===== config.mk =====
export PLATFORM = sky130hd
export DESIGN_NAME = rom_load_buffer
export DESIGN_NICKNAME = d
export VERILOG_FILES = /design/src/rtl/rom_load_buffer.sv
export SDC_FILE = /design/constraint.sdc
export NUM_CORES = 1
export LEC_CHECK = 0
export CORE_UTILIZATION = 59
export CTS_BUF_LIST = sky130_fd_sc_hd__clkbuf_2 sky130_fd_sc_hd__clkbuf_4 sky130_fd_sc_hd__clkbuf_8
export DETAILED_ROUTE_END_ITERATION = 10
export PLACE_DENSITY = 0.81
export SLEW_MARGIN = 25
export SYNTH_ARGS = -nofsm -noshare
export SYNTH_HDL_FRONTEND = slang
export SYNTH_SLANG_ARGS = --single-unit
export TNS_END_PERCENT = 1

===== constraint.sdc =====
create_clock -name CLK -period 4.5 [get_ports CLK]
set_input_delay 1.125 -clock CLK [delete_from_list [all_inputs] [get_ports CLK]]
set_output_delay 1.125 -clock CLK [all_outputs]
set_load 0.03 [all_outputs]

===== src/rtl/rom_load_buffer.sv =====
// Buffers ROM programmer byte writes in a small FIFO and commits them to PRG/CHR
// memory one byte per cycle while the NES core grants the memory ports.
module rom_load_buffer #(
   parameter int DEPTH  = 8,
   parameter int PRG_AW = 15,
   parameter int CHR_AW = 13
) (
   input  logic              CLK,
   input  logic              RESET,
   input  logic [15:0]       ROM_ADDR,
   input  logic [7:0]        TO_ROM,
   input  logic              WRITE_ROM,
   input  logic              LOAD_EN,
   output logic [PRG_AW-1:0] PRG_ADDR,
   output logic [7:0]        PRG_DATA,
   output logic              PRG_WE,
   output logic [CHR_AW-1:0] CHR_ADDR,
   output logic [7:0]        CHR_DATA,
   output logic              CHR_WE,
   output logic              FULL,
   output logic              OVERFLOW,
   output logic              BAD_ADDR,
   output logic [15:0]       BYTE_COUNT,
   output logic              DBG_STATE
);

   // Handshake: a push is the rising edge of WRITE_ROM; a pop happens on any
   // edge where LOAD_EN=1 and the FIFO holds data, and its WE pulse follows.
   localparam int PW = $clog2(DEPTH);

   typedef enum logic {IDLE = 1'b0, DRAIN = 1'b1} state_t;

   state_t        state, state_next;
   logic [23:0]   mem [DEPTH];
   logic [PW-1:0] wr_ptr, rd_ptr;
   logic [PW:0]   count, count_next;
   logic          wr_prev;
   logic          push_req, is_prg, is_chr, addr_ok;
   logic          empty, full_now, push, pop, drop, bad;
   logic [23:0]   entry_in, head;

   always_comb begin
      push_req   = WRITE_ROM & ~wr_prev;
      is_prg     = ~ROM_ADDR[15];
      is_chr     = (ROM_ADDR[15:13] == 3'b100);
      addr_ok    = is_prg | is_chr;
      empty      = (count == '0);
      full_now   = (count == (PW+1)'(DEPTH));
      state_next = state;
      pop        = 1'b0;
      case (state)
         IDLE: begin
            if (LOAD_EN && !empty) begin
               state_next = DRAIN;
               pop        = 1'b1;
            end
         end
         DRAIN: begin
            if (LOAD_EN && !empty) pop = 1'b1;
            else                   state_next = IDLE;
         end
         default: state_next = IDLE;
      endcase
      // A simultaneous pop frees a slot, so a push into a full FIFO is kept.
      push       = push_req & addr_ok & (~full_now | pop);
      drop       = push_req & addr_ok & full_now & ~pop;
      bad        = push_req & ~addr_ok;
      count_next = count + (PW+1)'(push) - (PW+1)'(pop);
      entry_in   = is_prg ? {1'b0, ROM_ADDR[14:0], TO_ROM}
                          : {1'b1, 2'b00, ROM_ADDR[12:0], TO_ROM};
      head       = mem[rd_ptr];
   end

   assign DBG_STATE = (state == DRAIN);

   always_ff @(posedge CLK) begin
      if (push) mem[wr_ptr] <= entry_in;
   end

   always_ff @(posedge CLK) begin
      if (!RESET) begin
         state      <= IDLE;
         wr_prev    <= 1'b0;
         wr_ptr     <= '0;
         rd_ptr     <= '0;
         count      <= '0;
         FULL       <= 1'b0;
         OVERFLOW   <= 1'b0;
         BAD_ADDR   <= 1'b0;
         BYTE_COUNT <= '0;
         PRG_ADDR   <= '0;
         PRG_DATA   <= '0;
         PRG_WE     <= 1'b0;
         CHR_ADDR   <= '0;
         CHR_DATA   <= '0;
         CHR_WE     <= 1'b0;
      end else begin
         state   <= state_next;
         wr_prev <= WRITE_ROM;
         count   <= count_next;
         FULL    <= (count_next == (PW+1)'(DEPTH));
         PRG_WE  <= 1'b0;
         CHR_WE  <= 1'b0;
         if (push) wr_ptr <= wr_ptr + 1'b1;
         if (drop) OVERFLOW <= 1'b1;
         if (bad)  BAD_ADDR <= 1'b1;
         if (pop) begin
            rd_ptr <= rd_ptr + 1'b1;
            if (BYTE_COUNT != 16'hFFFF) BYTE_COUNT <= BYTE_COUNT + 16'd1;
            if (head[23]) begin
               CHR_ADDR <= head[CHR_AW+7:8];
               CHR_DATA <= head[7:0];
               CHR_WE   <= 1'b1;
            end else begin
               PRG_ADDR <= head[PRG_AW+7:8];
               PRG_DATA <= head[7:0];
               PRG_WE   <= 1'b1;
            end
         end
      end
   end

endmodule

# After elaboration in Yosys (flattened, before gate mapping)
# Memories as Yosys holds them, arrays and structs flattened. A register that Yosys moved wholly into a read port is not among the register bits.
# Cells that the tools add are included.
# op_classes
add_sub_neg,5
n_eq_ne,4
n_mux,8
n_bitwise,14
n_reduce_logical,7
# op_table
op,n
24-bit 2-to-1 mux,1
16-bit by 1-bit adder with 16-bit output (second input constant),1
16-bit inequality test (second input constant),1
4-bit == test (second input constant),2
2-bit AND reduction,4
3-bit by 1-bit adder with 3-bit output (second input constant),2
1-bit bitwise AND,6
3-bit 2-to-1 mux,2
1-bit NOT,6
1-bit 2-to-1 mux,5
4-bit by 1-bit adder with 4-bit output,1
4-bit zero test,1
4-bit by 1-bit subtractor with 4-bit output,1
3-bit == test (second input constant),1
1-bit OR,2
1-bit logical AND,1
1-bit zero test,1
# word_totals
ff_bits,77
ram_bits,192
inputBits,28
output_inout_bits,66
word_cells,54
n_memories,1
# memory_table
memory,words,word_bits,rd,rd_ports_with_merged_regs,wr,line,rtl
mem,8,24,1,1,1,34,logic [23:0] mem [DEPTH];

# Longest topological paths before layout
# Gate-level depths: netlist of run 1.
# logic_depth
word_depth,9
mapped_depth,12
mapped_depth_nobuf,11

# Worst setup path before layout of run 1
# Ideal clock, no wire load.
# synth_path
path_type,input -> register
start,in ROM_ADDR[13]
end,mem mem[1][0] (enable)
setup_time_ps,435
arrival_time_ps,3697
required_time_ps,4065
slack_ps,368
stages,4
path_buffers,0
cell_sequence,o21ai_0 o211ai_1 or2_2 nor3_1
# synth_between
elab_chain_len,6
# synth_lines
item,line,rtl
"start, declared",10,"input logic [15:0] ROM_ADDR,"
3-bit == test,45,is_chr = (ROM_ADDR[15:13] == 3'b100);
1-bit OR,46,addr_ok = is_prg | is_chr;
1-bit bitwise AND (2 in series),65,push = push_req & addr_ok & (~full_now | pop);
1-bit 2-to-1 mux,77,if (push) mem[wr_ptr] <= entry_in;
1-bit 2-to-1 mux (implied by the code),77,
"end, declared",34,
# Every way passes these cells.

# Final worst setup path of run 1
# layout_path
start,in ROM_ADDR[15]
end,reg FULL
# layout_between
elab_chain_len,7
word_cells_on_any_way,8
cone_classes,add/sub (2); eq/ne (2); bitwise (4)
# layout_lines
item,line,rtl
3-bit == test / 1-bit NOT (equally long branches),"45, 44",
1-bit OR *,46,
1-bit bitwise AND * (2 in series),65,
4-bit by 1-bit adder with 4-bit output *,68,count_next = count + (PW+1)'(push) - (PW+1)'(pop);
4-bit by 1-bit subtractor with 4-bit output *,68,
4-bit == test *,101,FULL <= (count_next == (PW+1)'(DEPTH));
"end signal, assigned",101,
"end, declared",20,"output logic FULL,"
# Mark *: on every way between the ends. The rest lies on a longest branch, timed or not.
# A chain may end at the register's enable or synchronous reset.

==> results.py, run 1 <==
metrics = {
    "drt": {
        "antenna_left": 0,
        "vias_per_cell": 6.02,
        "vias": 6060,
        "drtPass1Iterations": 5,
        "avgRoutedWirePerCell_um": 21.4,
        "wl_um": 21500,
        "drc_errors": 0,
        "drt_iter0_markers": 404,
    },
    "synthesis": {
        "synth_area_leaders": "edfxtp_1 (55%), dfxtp_1 (15%), mux4_2 (9.9%)",
        "synth_top_cell_area_share_pct": 55.2,
        "syn_inst": 625,
        "syn_nets": 662,
        "synth_area_sq_um": 10400,
        "ys_async_sr_fraction_pct": 0,
        "synth_top_area_cell": "edfxtp_1",
        "synth-edff-count": 192,
        "ys_types": 50,
        "synth_seq_area_share_pct": 70.5,
        "synth_flop_cell": "edfxtp_1",
        "yosysWarningCount": 0,
        "ys_ff_latch": 272,
        "syn_area_per_cell_sq_um": 16.7,
    },
    "clocking": {
        "cts_buffer_depth": 3,
        "cts_buffers": 43,
        "cts.sinks": 272,
        "cts_hold_buf": 0,
        "cts_root_buffer": "clkbuf_8",
        "cts_tree": "built",
        "cts_resized": 0,
        "htreeDepth": 2,
        "clk_latency_ns": 0.56,
        "clk_pin_slew_ns": 0.06,
        "cts_setup_buffers": 0,
    },
    "placement": {
        "portBuffers": 93,
        "globalplace.congestion": 0.828,
        "preCtsSetupSlack_ns": 0.733,
        "hpwl_um": 13300,
    },
    "global_routing": {
        "grt_usage_pct": 24.6,
        "grt_pass1_wl_um": 33300,
        "grt-ovfl-total": 0,
        "grt_antenna_before_repair": 0,
        "grt_pass1_vias": 6267,
        "grt_start_max_net_pins": 54,
    },
    "worst_hold_path": {
        "min_path_type": "flip-flop to flip-flop",
    },
    "sta": {
        "period_share_pct": 71.4,
        "hold_viol": 0,
        "setup_violations": 0,
        "setup_slack_ns": 1.29,
        "min_period_ns": 3.21,
        "max_slew_margin_pct": 30.9,
        "tns_ns": 0,
        "clock_skew_ns": 0.0264,
        "tightest_slew_ns": 1.04,
        "fmax_mhz": 311,
        "final_max_slew_viol_count": 0,
        "rsz0062_at_grt": "no",
    },
    "layout": {
        "drive_above_1_share_pct": 19.7,
        "fill_cells": 1007,
        "seq_area_sq_um": 7370,
        "final_common_cell": "edfxtp_1",
        "multi_input_area_sq_um": 2890,
        "layout_common_cells": "edfxtp_1 (192), clkdlybuf4s50_1 (92), dfxtp_1 (78)",
        "area_growth_syn_to_layout_pct": 19.7,
        "antenna_cells": 0,
        "nNetsFinal": 785,
    },
    "worst_setup_path": {
        "crit_buf_inv": 1,
        "cp_top_family": "simple AND/OR/NAND/NOR gates",
        "path_class": "input pin to flip-flop",
        "path_cells": "clkdlybuf4s50_1 -> o21ai_0 -> nand2_1 -> nand2_1 -> o21ai_0 -> ha_1 -> fa_1 -> xor2_1 -> or3_1 -> nor3_1",
        "crit_slowest_cell": "clkdlybuf4s50_1",
        "required_ns": 4.96,
        "cp.arrival_ns": 3.67,
        "end_kind": "flip-flop",
        "slowest_delay_ns": 0.61,
        "crit_path_start_kind": "input pin",
        "worstPathMaxFanout": 12,
    },
    "pwr": {
        "p_int_w": 0.00469,
        "p_switching_w": 0.00186,
        "p_leak_nw": 4.34,
        "switching_share_pct": 28.4,
        "combPwrFrac_pct": 22.6,
        "seq_power_share_pct": 46.2,
        "irDropWorstVdd_v": 0.000311,
        "power_density_nw_per_um2": 524,
        "p_clk_share_pct": 31.2,
    },
    "floorplan": {
        "rows": 48,
        "die_y_um": 135,
        "boundaryPins": 94,
        "core_region_area_sq_um": 17300,
        "dieArea_sq_um": 18200,
        "fp.dieW_um": 135,
        "start_util_pct": 60.4,
    },
    "outcome": {
        "outcome": "finished clean",
    },
    "flow_run": {
        "max_cap_violations": 0,
    },
}
-- worst register-to-register path, cell delays in order, from the launching register on --
cell and delay (ns):
dfxtp_1 0.29, inv_1 0.10, ha_1 0.18, or3b_4 0.42, and2_1 0.29, nand2_1 0.17
o21ai_0 0.11, ha_1 0.23, fa_1 0.39, xor2_1 0.18, or3_1 0.30, nor3_1 0.16
-- layout make-up --
class                      instances  area share [%]
clock buffer                      64            6.30
clock inverter                    14           0.601
inverter                           6           0.180
multi-input combinational        314            23.1
sequential                       272            59.0
tap                              225            2.25
timing repair buffer             111            8.59
-- Yosys cell counts, drive strengths merged (2+ instances only) --
| library cell | number |
|---|---|
| nand3b | 2 |
| nand2 | 57 |
| dfxtp | 80 |
| buf | 19 |
| and2 | 6 |
| a211oi | 3 |
| and4 | 3 |
| xor2 | 3 |
| ha | 8 |
| nor3 | 4 |
| edfxtp | 192 |
| o31ai | 8 |
| or4 | 8 |
| nand4 | 8 |
| mux2 | 2 |
| o41ai | 2 |
| clkbuf | 14 |
| inv | 6 |
| or3b | 2 |
| mux4 | 46 |
| or3 | 3 |
| a22oi | 22 |
| o21ai | 5 |
| a21oi | 18 |
| nor2b | 5 |
| nor2 | 23 |
| xnor2 | 2 |
| nand2b | 3 |
| o311ai | 2 |
| nand3 | 7 |
| mux2i | 49 |
-- through the flow --
step / power [W] / utilization, % / hold slack, ns / instances / instance area, sq um
floorplan: 0.00410 / - / 0.454 / 625 / 10400
global placement: 0.00450 / 67.2 / 0.447 / 928 / 11600
detailed placement: 0.00456 / 67.3 / 0.458 / 928 / 11600
CTS: 0.00660 / 72.3 / 0.468 / 1006 / 12500
global route: 0.00681 / 72.3 / 0.483 / 1006 / 12500
finish: 0.00655 / 72.3 / 0.464 / 1006 / 12500
-- power groups by stage --
stage | Sequential [W] | Combinational, W | Clock [W]
2_1_floorplan | 0.00323 | 0.000875 | 0
3_3_place_gp | 0.00307 | 0.00144 | 0
3_5_place_dp | 0.00308 | 0.00148 | 0
4_1_cts | 0.00303 | 0.00149 | 0.00208
5_1_grt | 0.00305 | 0.00158 | 0.00218
6_report | 0.00302 | 0.00148 | 0.00204
-- logic make-up after synthesis --
kind of cell,after synthesis,share of synthesized area (%)
xor+xnor,5,0.419
mux,97,14.8
buf+inv,39,2.12
fa+ha+maj,9,1.15
simple gates,134,6.42
compound gates,69,4.51
flops,272,70.5
-- worst paths after layout --
kind,slack (ns),cells past startpoint,startpoint,end
max,1.29,10,ROM_ADDR[15],FULL
min,0.46,2,CHR_ADDR[2],CHR_ADDR[2]
max reg2reg,1.58,11,count[2],FULL
min reg2reg,0.46,2,CHR_ADDR[2],CHR_ADDR[2]
-- sequential cells by signal (all words and copies together) (netlist names), named ones only --
name / cells
OVERFLOW: 1
BYTE_COUNT: 16
PRG_DATA: 8
PRG_WE: 1
count: 4
mem: 192
CHR_DATA: 8
BAD_ADDR: 1
DBG_STATE: 1
FULL: 1
PRG_ADDR: 15
CHR_ADDR: 13
rd_ptr: 3
wr_ptr: 3
wr_prev: 1
CHR_WE: 1
-- metal layers --
metal  global-route usage [%]  share of wire [%]  up-vias
met3                     4.99                6.6       50
met1                     31.7                 41     3061
met4                     9.43                2.4        0
met5                        0                  0        -
met2                     41.5                 50      248
li1                         -                  -     2701
Power figures use the tool's default switching activity.
==> run 2: changes to the inputs <==
==> constraint.sdc (replaced) <==
create_clock -name CLK -period 3.2 [get_ports CLK]
set_input_delay 0.8 -clock CLK [delete_from_list [all_inputs] [get_ports CLK]]
set_output_delay 0.8 -clock CLK [all_outputs]
set_load 0.03 [all_outputs]
==> results.py, run 2 (synthesized netlist as in run 1, its figures left out) <==
metrics = {
    "global_routing": {
        "grt_antenna_before_repair": 0,
        "grt_pass1_vias": 6095,
        "grt_pass1_wl_um": 33400,
        "grt_start_max_net_pins": 33,
        "grt-ovfl-total": 0,
        "grt_usage_pct": 24.6,
    },
    "layout": {
        "drive_above_1_share_pct": 21.1,
        "nNetsFinal": 802,
        "final_common_cell": "edfxtp_1",
        "area_growth_syn_to_layout_pct": 21.5,
        "largestRegisters": "mem (192), BYTE_COUNT (16), PRG_ADDR (15)",
        "fill_cells": 1028,
        "antenna_cells": 0,
        "layout_common_cells": "edfxtp_1 (192), clkdlybuf4s50_1 (92), dfxtp_1 (78)",
        "regMostFlops": "mem",
        "multi_input_area_sq_um": 2890,
        "seq_area_sq_um": 7370,
        "largest_reg_flops": 192,
    },
    "placement": {
        "portBuffers": 93,
        "preCtsSetupSlack_ns": 0.0821,
        "hpwl_um": 14300,
        "globalplace.congestion": 0.804,
    },
    "clocking": {
        "cts_buffers": 42,
        "cts_setup_buffers": 0,
        "cts_resized": 0,
        "htreeDepth": 2,
        "clk_latency_ns": 0.54,
        "clk_pin_slew_ns": 0.06,
        "cts_hold_buf": 0,
        "cts.sinks": 272,
        "cts_tree": "built",
        "cts_root_buffer": "clkbuf_8",
        "cts_buffer_depth": 3,
    },
    "floorplan": {
        "start_util_pct": 60.4,
        "rows": 48,
        "fp.dieW_um": 135,
        "dieArea_sq_um": 18200,
        "boundaryPins": 94,
        "die_y_um": 135,
        "core_region_area_sq_um": 17300,
    },
    "worst_setup_path": {
        "end_kind": "flip-flop",
        "required_ns": 3.65,
        "path_class": "flip-flop to flip-flop",
        "crit_path_start_kind": "flip-flop",
        "worstPathMaxFanout": 5,
        "reg2regPathDepth": 11,
        "cp.arrival_ns": 3.15,
    },
    "sta": {
        "period_share_pct": 84.3,
        "hold_viol": 0,
        "fmax_mhz": 371,
        "min_period_ns": 2.70,
        "tns_ns": 0,
        "setup_violations": 0,
        "tightest_slew_ns": 0.753,
        "clock_skew_ns": 0.0142,
        "setup_slack_ns": 0.501,
        "max_slew_margin_pct": 49.8,
        "rsz0062_at_grt": "no",
        "final_max_slew_viol_count": 0,
    },
    "drt": {
        "avgRoutedWirePerCell_um": 21.2,
        "drtPass1Iterations": 5,
        "vias": 6144,
        "drt_iter0_markers": 420,
        "vias_per_cell": 6.01,
        "wl_um": 21700,
        "antenna_left": 0,
        "drc_errors": 0,
    },
    "pwr": {
        "power_density_nw_per_um2": 737,
        "p_leak_nw": 4.44,
        "irDropWorstVdd_v": 0.000447,
    },
    "worst_hold_path": {
        "min_path_type": "flip-flop to flip-flop",
        "min_path_cells": 2,
    },
    "flow_run": {
        "max_cap_violations": 0,
    },
    "outcome": {
        "outcome": "finished clean",
    },
}
## run 2: final cells by class
class | instances | share of cell area (%)
flip-flops and latches | 272 | 58.1
clock buffers | 61 | 6.08
repair buffers | 129 | 9.92
well taps | 225 | 2.22
inverters | 6 | 0.178
clock inverters | 15 | 0.760
multi-input cells | 314 | 22.7
## run 2: stage by stage
stage	area (sq um)	hold WS (ns)	util, %	power (W)	std cells
6_report	12700	0.461	73.3	0.00935	1022
2_1_floorplan	10400	0.454	-	0.00577	625
5_1_grt	12700	0.477	73.3	0.00971	1022
4_1_cts	12700	0.462	73.3	0.00942	1022
3_3_place_gp	11800	0.446	68.3	0.00640	946
3_5_place_dp	11800	0.450	68.3	0.00650	946
## run 2: path summary, 6_finish.rpt
kind	slack, ns	endpoint	start
setup / recovery	0.50	FULL	count[2]
hold / removal	0.46	PRG_DATA[1]	PRG_DATA[1]
hold reg to reg	0.46	PRG_DATA[1]	PRG_DATA[1]
setup reg to reg	0.50	FULL	count[2]
## run 2: routing by layer
layer | GRT usage (%) | part of all wire [%] | vias to the layer above
met3 | 4.50 | 6.4 | 36
li1 | - | - | 2750
met1 | 33.2 | 41 | 3082
met4 | 7.24 | 1.6 | 0
met5 | 0 | 0 | -
met2 | 41.1 | 51 | 276
## run 2: critical path, stage by stage (launching register included)
cell	delay (ns)
dfxtp_1	0.30
inv_1	0.10
ha_1	0.19
or3b_4	0.43
and2_1	0.20
nand2_1	0.07
o21ai_0	0.08
ha_1	0.21
fa_1	0.40
xor2_1	0.18
or3_1	0.32
nor3_1	0.14
## run 2: where the power goes
part	leakage [nW]	switching (W)	internal [W]	total, W
Combinational	1.59	0.00116	0.00103	0.00219
Sequential	2.39	0.000203	0.00403	0.00423
Clock	0.459	0.00129	0.00163	0.00292
Total	4.44	0.00265	0.00669	0.00935
==> run 3: changes to the inputs <==
==> constraint.sdc (replaced) <==
create_clock -name CLK -period 2.67 [get_ports CLK]
set_input_delay 0.6675 -clock CLK [delete_from_list [all_inputs] [get_ports CLK]]
set_output_delay 0.6675 -clock CLK [all_outputs]
set_load 0.03 [all_outputs]
==> results.py, run 3 (synthesized netlist as in run 1, its figures left out) <==
metrics = {
    "outcome": {
        "outcome": "finished clean",
    },
    "pwr": {
        "finalPower_w": 0.0112,
        "p_leak_nw": 4.47,
        "irDropWorstVdd_v": 0.000529,
        "power_density_nw_per_um2": 880,
    },
    "layout": {
        "nNetsFinal": 809,
        "drive_above_1_share_pct": 22.8,
        "layout_common_cells": "edfxtp_1 (192), clkdlybuf4s50_1 (92), dfxtp_1 (78)",
        "largest_reg_flops": 192,
        "fill_cells": 1015,
        "antenna_cells": 0,
        "regMostFlops": "mem",
        "final_common_cell": "edfxtp_1",
        "area_growth_syn_to_layout_pct": 22.1,
        "largestRegisters": "mem (192), BYTE_COUNT (16), PRG_ADDR (15)",
    },
    "sta": {
        "tightest_slew_ns": 0.961,
        "max_slew_margin_pct": 35.9,
        "setup_violations": 0,
        "min_period_ns": 2.51,
        "tns_ns": 0,
        "hold_viol": 0,
        "period_share_pct": 94.0,
        "final_max_slew_viol_count": 0,
        "clock_skew_ns": 0.0223,
        "fmax_mhz": 399,
    },
    "drt": {
        "drtPass1Iterations": 6,
        "vias": 6083,
        "antenna_left": 0,
        "avgRoutedWirePerCell_um": 20.9,
        "drc_errors": 0,
        "drt_iter0_markers": 460,
        "vias_per_cell": 5.89,
        "wl_um": 21600,
    },
    "global_routing": {
        "grt_pass1_wl_um": 33600,
        "grt_antenna_before_repair": 0,
        "grt-ovfl-total": 0,
        "grt_usage_pct": 24.8,
        "grt_start_max_net_pins": 53,
        "grt_pass1_vias": 6192,
    },
    "worst_setup_path": {
        "crit_slowest_cell": "or3b_4",
        "rr_endpoint": "FULL",
        "reg2regPathDepth": 11,
        "required_ns": 3.14,
        "cp.arrival_ns": 2.98,
        "r2r_start": "count[2]",
        "path_cells": "inv_2 -> ha_1 -> or3b_4 -> and2_1 -> nand2_1 -> o21ai_1 -> ha_2 -> fa_1 -> xor2_1 -> or3_1 -> nor3_1",
        "slowest_delay_ns": 0.38,
        "path_class": "flip-flop to flip-flop",
        "cp_top_family": "simple AND/OR/NAND/NOR gates",
        "rrSetupSlack_ns": 0.16,
        "crit_path_start_kind": "flip-flop",
        "crit_buf_inv": 1,
        "worstPathMaxFanout": 3,
        "end_kind": "flip-flop",
    },
    "clocking": {
        "cts_buffer_depth": 3,
        "clk_pin_slew_ns": 0.06,
        "cts_tree": "built",
        "cts_hold_buf": 0,
        "cts_buffers": 43,
        "cts_root_buffer": "clkbuf_8",
        "cts.sinks": 272,
        "clk_latency_ns": 0.55,
        "htreeDepth": 2,
    },
    "floorplan": {
        "rows": 48,
        "start_util_pct": 60.4,
        "dieArea_sq_um": 18200,
        "core_region_area_sq_um": 17300,
        "boundaryPins": 94,
        "fp.dieW_um": 135,
        "die_y_um": 135,
    },
    "worst_hold_path": {
        "hp-start": "PRG_ADDR[1]",
        "hold_path_end": "PRG_ADDR[1]",
        "min_path_cells": 2,
        "min_path_type": "flip-flop to flip-flop",
    },
    "placement": {
        "portBuffers": 93,
        "globalplace.congestion": 0.791,
        "hpwl_um": 14000,
    },
    "flow_run": {
        "max_cap_violations": 0,
    },
}
## run 3: cell types whose count changed in the layout (fill, tap and decap cells not counted), sizes merged
cell and change:
buf +6, clkbuf +1, clkinv +2, clkinvlp +3, inv -2
## run 3: worst register-to-register path, cell delays in order, from the launching register on
cell     delay, ns
dfxtp_1       0.31
inv_2         0.07
ha_1          0.16
or3b_4        0.38
and2_1        0.19
nand2_1       0.08
o21ai_1       0.07
ha_2          0.20
fa_1          0.37
xor2_1        0.18
or3_1         0.30
nor3_1        0.12
## run 3: worst max path at each step
stage,end,startpoint,cells after the start,slack (ns)
after floorplan,mem[7][0],ROM_ADDR[13],4,-0.36
after global placement,FULL,ROM_ADDR[13],11,-0.20
after global routing,FULL,count[2],11,-0.009
final,FULL,count[2],11,0.16
after CTS,FULL,count[2],11,0.07
after detailed placement,FULL,ROM_ADDR[13],11,-0.28
## run 3: final cells by class
type / instances / area (sq um) / share of cell area [%]
Sequential cell: 272 / 7370 / 57.8
Multi-Input combinational cell: 314 / 2890 / 22.7
Timing Repair Buffer: 135 / 1300 / 10.2
Clock buffer: 62 / 759 / 5.96
Tap cell: 225 / 282 / 2.21
Clock inverter: 18 / 116 / 0.913
Inverter: 6 / 22.5 / 0.177
## run 3: layer usage
| layer | share of wire (%) | vias up | global-route usage (%) |
|---|---|---|---|
| met5 | 0 | - | 0 |
| met4 | 2.1 | 0 | 8.68 |
| met3 | 6.2 | 41 | 4.80 |
| met2 | 50 | 261 | 41.2 |
| met1 | 42 | 3028 | 33.0 |
| li1 | - | 2753 | - |
## run 3: power by group
group          total [W]  switching, W  internal [W]
sequential       0.00510      0.000264       0.00483
clock            0.00351       0.00157       0.00194
combinational    0.00261       0.00136       0.00125
total             0.0112       0.00319       0.00802
## run 3: what timing repair did
| item | in CTS | in global routing |
|---|---|---|
| endpoints found under the setup margin | 0 | 1 |
| resized for setup | 0 | 3 |
| endpoints found under the hold margin | 0 | 0 |
| buffers inserted | 0 | 1 |
## run 3: metrics by stage
step / worst slack (ns) / cells / area (sq um) / hold slack [ns] / util (%)
3_3_place_gp: -0.201 / 951 / 11900 / 0.445 / 68.6
3_5_place_dp: -0.277 / 951 / 11900 / 0.452 / 68.6
2_1_floorplan: -0.358 / 625 / 10500 / 0.454 / -
4_1_cts: 0.0736 / 1031 / 12700 / 0.461 / 73.7
6_report: 0.161 / 1032 / 12700 / 0.459 / 73.7
5_1_grt: -0.00853 / 1032 / 12700 / 0.481 / 73.7
==> RTL change: new RTL, settings of run 2 <==
Register the output `DBG_STATE`, cleared by the reset; this adds one clock of latency there. The other outputs are not delayed to match.
--- a/src/rtl/rom_load_buffer.sv
+++ b/src/rtl/rom_load_buffer.sv
@@ -72,5 +72,11 @@
    end
 
-   assign DBG_STATE = (state == DRAIN);
+   always_ff @(posedge CLK) begin
+      if (!RESET) begin
+         DBG_STATE <= '0;
+      end else begin
+         DBG_STATE <= (state == DRAIN);
+      end
+   end
 
    always_ff @(posedge CLK) begin
Behaviour: not the same (Yosys sat finds a counterexample within 4 cycles, from zero or initial values and one cycle with RESET low).
==> RTL change against run 2 <==
- combinational power shrank 2%
- non-clock buffer count down 11
- setup slack got worse by 0.0042 ns
- first-iteration DRC count down 20%
- sequential cell count grew 1
- via count decreased by 1.2%
- power is 0.70% higher
- design area grew 0.77%
- routed wire length down 1.6%
- area after synthesis up 1.1%
- critical endpoint unchanged
- highest routed layer unchanged
==> RTL change: results (changes against run 2) <==
Largest net degree at the start of global routing = 35 (+6.1%)
Total CTS buffers = 42 (unchanged)
Drt first pass iters = 4 (-1)
Detailed placement HPWL = 13600 um (-4.6%)
Routed WL per cell = 20.8 um (-1.8%)
Top cells by area, synth = edfxtp_1 55%, dfxtp_1 15%, mux4_2 9.2%
Outcome = completed
Hold Crit Class = register to register
Pleak = 4.46 nW (+0.58%)
First-pass GRT wire length = 32800 um (-1.7%)
Met2 wire len = 10800 um (-2.0%)
Placed insts = 946 (unchanged)
Most frequent cells after synthesis = 192 x edfxtp_1, 81 x dfxtp_1, 61 x nand2_1
Hold path start = state$_SDFF_PN0_
Worst slew margin relative to its limit = 32.0% (-18 points)
Post-synth EDFFs = 192 (unchanged)
Gr usage total = 24.1% (-0.51 points)
WL met3 = 1350 um (-3.7%)
Vias in the first global route = 6116 (+0.34%)
Net Count, Synth = 673 (+1.7%)
Vias per inst = 5.93 (-1.4%)
Synth Warn # = 0 (unchanged)
Maximum vdd ir drop = 482 uV (+8.0%)
Final WL = 21300 um (-1.6%)
WP data arrival = 3.17 ns (+0.02 ns)
Internal reg-to-reg setup slack = 0.50 ns
Met1 WL = 8520 um (-4.3%)
Synth Instances = 636 (+1.8%)
Fraction of layout cells with a size suffix above 1 = 20.3% (-0.80 points)
Iteration-0 DRC Markers = 337 (-20%)
Gpl congestion = 0.847 (+5.4%)
Skew final = 0.0247 ns (+0.0105 ns)
# resized after CTS = 0 (unchanged)
RTL change: per-layer routing:
metal	up-vias	track usage, %
met5	-	0
met4	0	11.7
met3	52	4.08
met2	251	40.8
met1	3017	30.0
li1	2751	-
RTL change: layout make-up:
class | count | area, um^2
clock inverter | 8 | 58.8
multi-input combinational | 322 | 2960
tap | 225 | 282
fill | 1007 | 4630
inverter | 8 | 30.0
clock buffer | 70 | 863
timing repair buffer | 118 | 1200
sequential | 273 | 7390
RTL change: cells by family (layout without fill, tap and decap cells):
group                      Yosys count  in the layout  synth area share (%)
AOI/OAI and AO/OA                   62             62                  3.93
xor gates and xnor gates             5              5                 0.415
adders and majority gates            9              9                  1.14
buffers and inverters               41            204                  2.39
DFF                                273            273                  69.9
muxes                              100            100                  15.1
and+or+nand+nor                    146            146                  7.12
RTL change: final timing paths:
kind | end | cells past startpoint
worst max register to register | FULL$_SDFF_PN0_ | 11
worst min register to register | DBG_STATE$_SDFF_PN0_ | 1
worst max-delay path | FULL$_SDFF_PN0_ | 11
worst min-delay path | DBG_STATE$_SDFF_PN0_ | 1
RTL change: stage by stage:
step	setup WS, ns	hold WS, ns	instance area, um^2	total power, mW
floorplan	-0.509	0.412	10600	5.79
global placement	0.184	0.419	11900	6.37
detailed placement	0.127	0.427	11900	6.45
CTS	0.489	0.441	12800	9.48
global route	0.308	0.461	12800	9.77
finish	0.497	0.437	12800	9.41
RTL change: where the power goes:
part	internal [mW]	switching [mW]
clock	1.78	1.27
sequential	4.05	0.181
combinational	0.994	1.14
total	6.82	2.59
